--- config.mk ---
export PLATFORM = sky130hd
export DESIGN_NAME = multdiv_stall_controller
export DESIGN_NICKNAME = d
export VERILOG_FILES = /design/src/rtl/multdiv_stall_controller.sv
export SDC_FILE = /design/constraint.sdc
export NUM_CORES = 1
export LEC_CHECK = 0
export ABC_AREA = 1
export ABC_CLOCK_PERIOD_IN_PS = 4900
export CELL_PAD_IN_SITES_DETAIL_PLACEMENT = 1
export CELL_PAD_IN_SITES_GLOBAL_PLACEMENT = 1
export CORE_MARGIN = 5
export CORE_UTILIZATION = 40
export CTS_CLUSTER_SIZE = 8
export DETAILED_ROUTE_END_ITERATION = 6
export GPL_ROUTABILITY_DRIVEN = 0
export PLACE_DENSITY_LB_ADDON = 0.25
export SYNTH_ARGS = -nofsm -noshare
export SYNTH_HDL_FRONTEND = slang
export SYNTH_SLANG_ARGS = --single-unit
--- constraint.sdc ---
create_clock -name clock -period 4.9 [get_ports clock]
set_clock_uncertainty 0.15 [all_clocks]
set_input_delay 0.49 -clock clock [delete_from_list [all_inputs] [get_ports clock]]
set_output_delay 0.49 -clock clock [all_outputs]
set_load 0.05 [all_outputs]
--- src/rtl/multdiv_stall_controller.sv ---
// rtl/multdiv_stall_controller.sv - iterative signed mul/div sequencer that stalls the front end while it runs
//
// Detects mul/div in D/X, captures the bypassed operands, stalls for 33 cycles,
// then presents the result with an exception flag/code for one cycle.
//
// Ports:
//   clock, reset              - rising-edge clock, synchronous active-high reset
//   DX_Latch_Instr            - D/X instruction (opcode [31:27], rd [26:22], ALU op [6:2])
//   DX_flush                  - D/X instruction squashed this cycle
//   operand_A, operand_B      - post-bypass rs / rt values, sampled only on the start edge
//   multdiv_stall             - hold PC, F/D, D/X and inject a nop into X/M
//   multdiv_result_ready      - select multdiv_result into X/M this cycle
//   multdiv_result            - low product word or quotient
//   multdiv_exception         - completing instruction writes r30 instead of rd
//   multdiv_exception_code    - 4 mul overflow, 5 divide by zero, 0 otherwise
//   multdiv_rd                - destination register of the instruction in flight
module multdiv_stall_controller #(
    parameter int WIDTH = 32
) (
    input  logic             clock,
    input  logic             reset,
    input  logic [31:0]      DX_Latch_Instr,
    input  logic             DX_flush,
    input  logic [WIDTH-1:0] operand_A,
    input  logic [WIDTH-1:0] operand_B,
    output logic             multdiv_stall,
    output logic             multdiv_result_ready,
    output logic [WIDTH-1:0] multdiv_result,
    output logic             multdiv_exception,
    output logic [31:0]      multdiv_exception_code,
    output logic [4:0]       multdiv_rd
);

    typedef enum logic [1:0] {IDLE, RUN, DONE} state_t;

    state_t           state, state_next;
    logic [4:0]       count;
    logic             is_div, neg_q, b_zero, exc;
    logic [4:0]       rd;
    logic [WIDTH:0]   acc, acc_n, addend, sum, shifted, diff;
    logic [WIDTH-1:0] lo, lo_n, mcand, quot, result;
    logic             qm1, qm1_n, mul_ovf;
    logic [2*WIDTH-1:0] product;

    logic [4:0] opcode, alu_op;
    logic       is_mul_op, is_div_op, start;
    logic       unused_instr_bits;

    assign opcode    = DX_Latch_Instr[31:27];
    assign alu_op    = DX_Latch_Instr[6:2];
    assign is_mul_op = (alu_op == 5'b00110);
    assign is_div_op = (alu_op == 5'b00111);
    // Reset wins over a start in the same cycle, so stall stays low while reset is held.
    assign start = (state == IDLE) && !reset && !DX_flush && (opcode == 5'd0)
                   && (is_mul_op || is_div_op);
    assign unused_instr_bits = ^{DX_Latch_Instr[21:7], DX_Latch_Instr[1:0]};

    always_ff @(posedge clock) begin
        if (reset) state <= IDLE;
        else       state <= state_next;
    end

    always_comb begin
        state_next           = state;
        multdiv_stall        = 1'b0;
        multdiv_result_ready = 1'b0;
        case (state)
            IDLE: begin
                multdiv_stall = start;
                if (start) state_next = RUN;
            end
            RUN: begin
                multdiv_stall = 1'b1;
                if (DX_flush)              state_next = IDLE;
                else if (count == 5'd31)   state_next = DONE;
            end
            DONE: begin
                multdiv_result_ready = !DX_flush;
                state_next           = IDLE;
            end
            default: state_next = IDLE;
        endcase
    end

    // One iteration of either algorithm. Multiply: Booth on {acc, lo, qm1} with a
    // 33-bit accumulator so that subtracting the most negative multiplicand cannot wrap.
    // Divide: restoring division, acc is the partial remainder, lo shifts dividend out
    // and quotient bits in.
    always_comb begin
        addend = '0;
        case ({lo[0], qm1})
            2'b01:   addend = {mcand[WIDTH-1], mcand};
            2'b10:   addend = -{mcand[WIDTH-1], mcand};
            default: addend = '0;
        endcase
        sum     = acc + addend;
        shifted = {acc[WIDTH-1:0], lo[WIDTH-1]};
        diff    = shifted - {1'b0, mcand};
        if (!is_div) begin
            acc_n = {sum[WIDTH], sum[WIDTH:1]};
            lo_n  = {sum[0], lo[WIDTH-1:1]};
            qm1_n = lo[0];
        end else begin
            qm1_n = qm1;
            if (!diff[WIDTH]) begin
                acc_n = diff;
                lo_n  = {lo[WIDTH-2:0], 1'b1};
            end else begin
                acc_n = shifted;
                lo_n  = {lo[WIDTH-2:0], 1'b0};
            end
        end
        product = {acc_n[WIDTH-1:0], lo_n};
        mul_ovf = !((&product[2*WIDTH-1:WIDTH-1]) || ~(|product[2*WIDTH-1:WIDTH-1]));
        quot    = neg_q ? -lo_n : lo_n;
    end

    always_ff @(posedge clock) begin
        if (reset) begin
            count  <= '0;
            acc    <= '0;
            lo     <= '0;
            qm1    <= 1'b0;
            mcand  <= '0;
            is_div <= 1'b0;
            neg_q  <= 1'b0;
            b_zero <= 1'b0;
            rd     <= '0;
            result <= '0;
            exc    <= 1'b0;
        end else if (start) begin
            count  <= '0;
            acc    <= '0;
            qm1    <= 1'b0;
            is_div <= is_div_op;
            rd     <= DX_Latch_Instr[26:22];
            neg_q  <= operand_A[WIDTH-1] ^ operand_B[WIDTH-1];
            b_zero <= (operand_B == '0);
            if (is_div_op) begin
                lo    <= operand_A[WIDTH-1] ? -operand_A : operand_A;
                mcand <= operand_B[WIDTH-1] ? -operand_B : operand_B;
            end else begin
                lo    <= operand_B;
                mcand <= operand_A;
            end
        end else if (state == RUN) begin
            acc   <= acc_n;
            lo    <= lo_n;
            qm1   <= qm1_n;
            count <= count + 5'd1;
            if (count == 5'd31 && !DX_flush) begin
                if (is_div) begin
                    result <= b_zero ? '0 : quot;
                    exc    <= b_zero;
                end else begin
                    result <= product[WIDTH-1:0];
                    exc    <= mul_ovf;
                end
            end
        end
    end

    assign multdiv_result         = result;
    assign multdiv_rd             = rd;
    assign multdiv_exception      = multdiv_result_ready && exc;
    assign multdiv_exception_code = !multdiv_exception ? 32'd0 : (is_div ? 32'd5 : 32'd4);

endmodule

* Word-level counts from Yosys, hierarchy flattened
Index checks and enable logic that the tools add are counted.
Operators by class: muxes and demuxes 23, bitwise operators 4, add/subtract/negate cells 7, equality and inequality tests 9, reduce and logical (&&, ||, !) cells 21
Operators by type and width (number):
- two-way mux 32 bit | 10
- negation 32 bit | 3
- two-way mux 33 bit | 2
- case mux 33 bit (2 select lines) | 1
- adder 33 bit | 1
- negation 33 bit | 1
- AND reduction 33 bit | 1
- OR reduction 33 bit | 1
- subtractor 33 x 32 -> 33 bit | 1
- zero test 32 bit | 1
- == test 5 x 3 -> 1 bit, second input constant | 2
- logical AND 1 bit | 6
- two-way mux 2 bit | 3
- adder 5 x 1 -> 5 bit, second input constant | 1
- == test 5 bit, second input constant | 1
- zero test 5 bit | 1
- == test 2 x 1 -> 1 bit, second input constant | 2
- == test 2 bit, second input constant | 2
- two-way mux 1 bit | 4
- case mux 2 bit (2 select lines) | 1
- AND reduction 2 bit | 2
- zero test 1 bit | 3
- two-way mux 3 bit | 1
- != test 3 bit, second input constant | 1
- 9 further kinds | 12
Word-level totals: output and inout port bits 72, input bits 99, flip-flop bits (word level) 146, word-level logic and storage cells 76

* Longest topological paths before layout
word-level depth 9, depth in mapped cells 32, mapped depth without buffers 31

* Least setup slack after synthesis
Ideal clock, no wire load.
path type register to register, from register lo[31], to register result[30], in the netlist multdiv_result[30], path slack 0.872 ns, stages on the path, launching flop included 32, clock period less this slack 4.028 ns, setup time 0.132 ns, data required time 4.618 ns, buffers on the path 1, arrival 3.745 ns, cell sequence dfxtp_1 > inv_1 > ha_1 > fa_1 > inv_1 > nand2_1 > nand2_1 > nand3_1 > nand2_1 > nand2_1 > nand2_1 > nand2_1 > nand2_1 > a21oi_1 > o21bai_1 > ha_1 > clkbuf_1 > inv_1 > o21ai_2 > inv_1 > ha_1 > nand4_1 > nor2_2 > nand2_1 > nor2_4 > a41oi_2 > nor2_1 > inv_1 > nor2_1 > nand2_1 > nand3_1 > a21oi_1
Between the ends: longest elaborated chain between the ends 7
Ends and longest elaborated chain:
- start, declared | line 41 | logic [WIDTH-1:0] lo, lo_n, mcand, quot, result;
- start signal, assigned | line 140 | lo <= operand_A[WIDTH-1] ? -operand_A : operand_A;
- start signal, assigned | line 143 | lo <= operand_B;
- start signal, assigned | line 148 | lo <= lo_n;
- subtractor 33 x 32 -> 33 bit | line 98 | diff = shifted - {1'b0, mcand};
- two-way mux 1 bit | line 105 | if (!diff[WIDTH]) begin
- two-way mux 32 bit (*) | line 99 | if (!is_div) begin
- negation 32 bit | line 115 | quot = neg_q ? -lo_n : lo_n;
- two-way mux 32 bit | line 115
- two-way mux 32 bit | line 153 | result <= b_zero ? '0 : quot;
- two-way mux 32 bit (*) | line 152 | if (is_div) begin
- end signal, assigned | line 153
- end signal, assigned | line 156 | result <= product[WIDTH-1:0];
- end, declared | line 41
Every way passes the cells marked *; elsewhere a longest branch is shown, timed or not. A chain may end at the register's enable or synchronous reset.

* Final worst setup path
from register mcand[0], to register exc
Between the ends: longest elaborated chain between the ends 9, elaborated cells on any way between the ends 13, those cells by class 3 x add/sub; 5 x mux; 1 x bitwise; 4 x reduce/logical
Ends and longest elaborated chain:
- start, declared | line 41
- start signal, assigned | line 141 | mcand <= operand_B[WIDTH-1] ? -operand_B : operand_B;
- start signal, assigned | line 144 | mcand <= operand_A;
- negation 33 bit | line 93 | 2'b10: addend = -{mcand[WIDTH-1], mcand};
- case mux 33 bit (2 select lines) | line 91 | case ({lo[0], qm1})
- adder 33 bit | line 96 | sum = acc + addend;
- two-way mux 33 bit or two-way mux 32 bit (tied branches) | line 99
- OR reduction 33 bit | line 114 | mul_ovf = !((&product[2*WIDTH-1:WIDTH-1]) || ~(|product[2*WIDTH-1:WIDTH-1]));
- inverter 1 bit | line 114
- logical OR 1 bit (*) | line 114
- zero test 1 bit (*) | line 114
- two-way mux 1 bit (*) | line 152
- end signal, assigned | line 154 | exc <= b_zero;
- end signal, assigned | line 157 | exc <= mul_ovf;
- end, declared | line 38 | logic is_div, neg_q, b_zero, exc;
Marks and branches as above.

==> run summary <==
WP data arrival = 4.98 ns
Placed insts = 3439
Antenna violations before repair = 2
Net switching power = 0.875 mW
H-tree depth = 4
DR DRC count = 0
Clk buf depth = 2
Peak supply drop = 0.000258 V
First-pass GRT wire length = 109000 µm
Post-synth EDFFs = 0
Share of Yosys cell area claimed by the top area cell type = 18.7%
# Max-Cap Violations = 0
Critical Path RT = 5.09 ns
Ports = 171
Minimum clock period = 4.80 ns
Avg Vias per Cell = 5.67
Routed WL per cell = 20.1 µm
GRT Overall Usage = 31.0%
Crit. End Element = flip-flop
Max incr delay on CP = 0.41 ns
Final Setup Violations = 0
Seq/Total Area, Yosys = 18.7%
Slowest CP cell = ha_2
Net Sw Frac = 30.7%
Pwr Total = 2.85 mW
Endpoints failing hold = 0
Power per Cell Area = 154 nW/µm²
Relative slew slack = 38.6%
Clock share of power = 46.4%
CTS sink count = 146
Non-Filler Instances = 3481
Row cnt = 72
Largest net degree at the start of global routing = 75
Clock Latency Late Sink = 0.46 ns
Hold Buf Count CTS = 0
Fraction of layout cells with a size suffix above 1 = 8.10%
Total clock buffers created by CTS = 17
Post-synth top area cell = dfxtp_1
Fin. max-slew vios = 0
FF+latch count, synth = 146
Worst Setup Start Kind = flip-flop
Iteration-0 DRC Markers = 1307
Commonest register cell after synthesis = dfxtp_1
Root Driver = clkbuf_16
CTS tree = yes
Unrepaired setup endpoints after global routing = true
Worst slew pin tran = 0.919 ns
Post-Syn Area = 15600 µm²
Initial Util = 40.4%
Vias in the first global route = 20213
FFs w/ async S/R, synth = 0%
First drt pass iteration count = 5
Total number of vias = 19723
Sequential share of power = 41.6%
Most common cell after layout, fill and taps aside = nand2_1
PortBufs = 123
CP max FO = 6
Syn avg cell area = 5.58 µm²
Die height = 208 µm
Die ar. = 43100 µm²
Synth cell types = 55
Comb pwr share = 12.0%
Fmax = 0.208 GHz
Part of the cycle the worst path needs = 97.9%
Post-Syn Instances = 2800
Setup CP Type = reg2reg
Yosys warning count = 0
CP dominant cell by count = nand2_1
Most frequent cells in the layout = 727 x nand2_1, 451 x inv_1, 255 x a21oi_1
Core ar. = 38600 µm²
Static leakage = 8.95 nW
Area growth syn-to-layout = 19.0%
Nets = 3123
WL final = 70100 µm
Min-delay worst type = reg2reg
Die W = 208 µm
Post-DP HPWL = 56100 µm
GRT overflow = 0
Status = finished, final reports clean
Int Pwr = 1.98 mW
Clock slew at reported path FFs = 0.07 ns
Area contributors post-synth = dfxtp_1 19%, nand2_1 18%, inv_1 11%, a21oi_1 8.7%, o21ai_0 7.0%
Antenna-violating nets left = 0
synth_stat cells, types with 3 or more instances:
library cell  number
o21ai_1           11
a21oi_1          272
o221ai_1           8
buf_6              4
buf_1              6
dfxtp_1          146
nand3_1          197
o21ai_0          218
o21bai_1           6
a22o_1             5
o31ai_1            5
xnor2_1           10
clkbuf_1          71
or2_2              7
inv_1            455
nand2_2            6
o22ai_1            8
buf_2             11
o21ai_2            5
nor2_4             6
buf_4             32
o41ai_1            3
a211oi_1           5
nor2_1           267
a221oi_1           9
nand2_1          737
a21o_1             3
a31oi_1           30
xor2_1            24
ha_1              73
nand4_1           36
nand3b_1          14
nor4_1            12
nor3_1            34
o211ai_1          38
area by class of cell:
type                    instances  area [µm²]
flip-flops and latches        146        2930
well taps                     518         648
repair buffers                225        1990
clock buffers                  18         429
multi-input cells            2100       10700
clock inverters                14         138
diodes                          1        2.50
fillers                      5468       20100
inverters                     459        1730
power by group through the flow:
stage | combinational, mW | clock [mW] | sequential, mW
floorplan | 0.200 | 0 | 1.21
global route | 0.366 | 1.38 | 1.19
detailed placement | 0.332 | 0 | 1.21
finish | 0.344 | 1.32 | 1.19
CTS | 0.335 | 1.33 | 1.19
global placement | 0.324 | 0 | 1.21
flip-flops by register name (all words and copies together), names as in the netlist:
register,count
multdiv_result,32
b_zero,1
state,2
count,5
acc,33
neg_q,1
is_div,1
qm1,1
multdiv_rd,5
lo,32
mcand,32
exc,1
cells by family after synthesis:
family	after synthesis	share of synthesized area, %
compound gates	637	22.7
xor+xnor	34	1.91
fa+ha+maj	75	6.11
buf+inv	583	15.1
flops	146	18.7
other cells	1	0.0240
simple gates	1324	35.4
worst paths after layout:
| check | from | endpoint | cells past startpoint | slack (ns) |
|---|---|---|---|---|
| hold / removal | multdiv_result[0] | multdiv_result[0] | 2 | 0.32 |
| setup / recovery | mcand[0] | exc | 30 | 0.10 |
| setup reg to reg | mcand[0] | exc | 30 | 0.10 |
| hold reg to reg | multdiv_result[0] | multdiv_result[0] | 2 | 0.32 |
per-layer routing:
metal  wire length [µm]  share of wire [%]  track usage [%]
met1              28600                 41             37.2
met2              34500                 49             55.1
met3               3670                5.2             4.04
met4               3360                4.8             14.3
met5                 11              0.016                0
critical path, delay by kind of cell, from the launching register on:
family                   cells  cell delay (ns)
flip-flops                   1             0.34
AND/OR/NAND/NOR             20             2.55
buffers and inverters        6             0.73
AO/OA/AOI/OAI                2             0.25
adder cells (fa/ha/maj)      2             0.62
per-stage QoR:
| stage | setup WS, ns | hold WS, ns | instance area [µm²] | utilization [%] | setup TNS [ns] |
|---|---|---|---|---|---|
| final | 0.101 | 0.320 | 18600 | 48.1 | 0 |
| after global routing | -0.106 | 0.345 | 18600 | 48.1 | -0.162 |
| after CTS | 0.000183 | 0.324 | 18300 | 47.3 | 0 |
| after detailed placement | -0.144 | 0.312 | 17700 | 45.7 | -0.199 |
| after global placement | 0.0464 | 0.303 | 17700 | 45.7 | 0 |
| after floorplan | 0.872 | 0.295 | 15700 | - | 0 |
timing repair:
| item | CTS | global route |
|---|---|---|
| setup endpoints to repair | 3 | 16 |
| setup buffers | 0 | 9 |
| endpoints found under the hold margin | 0 | 0 |
| pin swaps | 0 | 14 |
| gates resized for setup | 10 | 73 |
(Power assumes the default switching activity.)
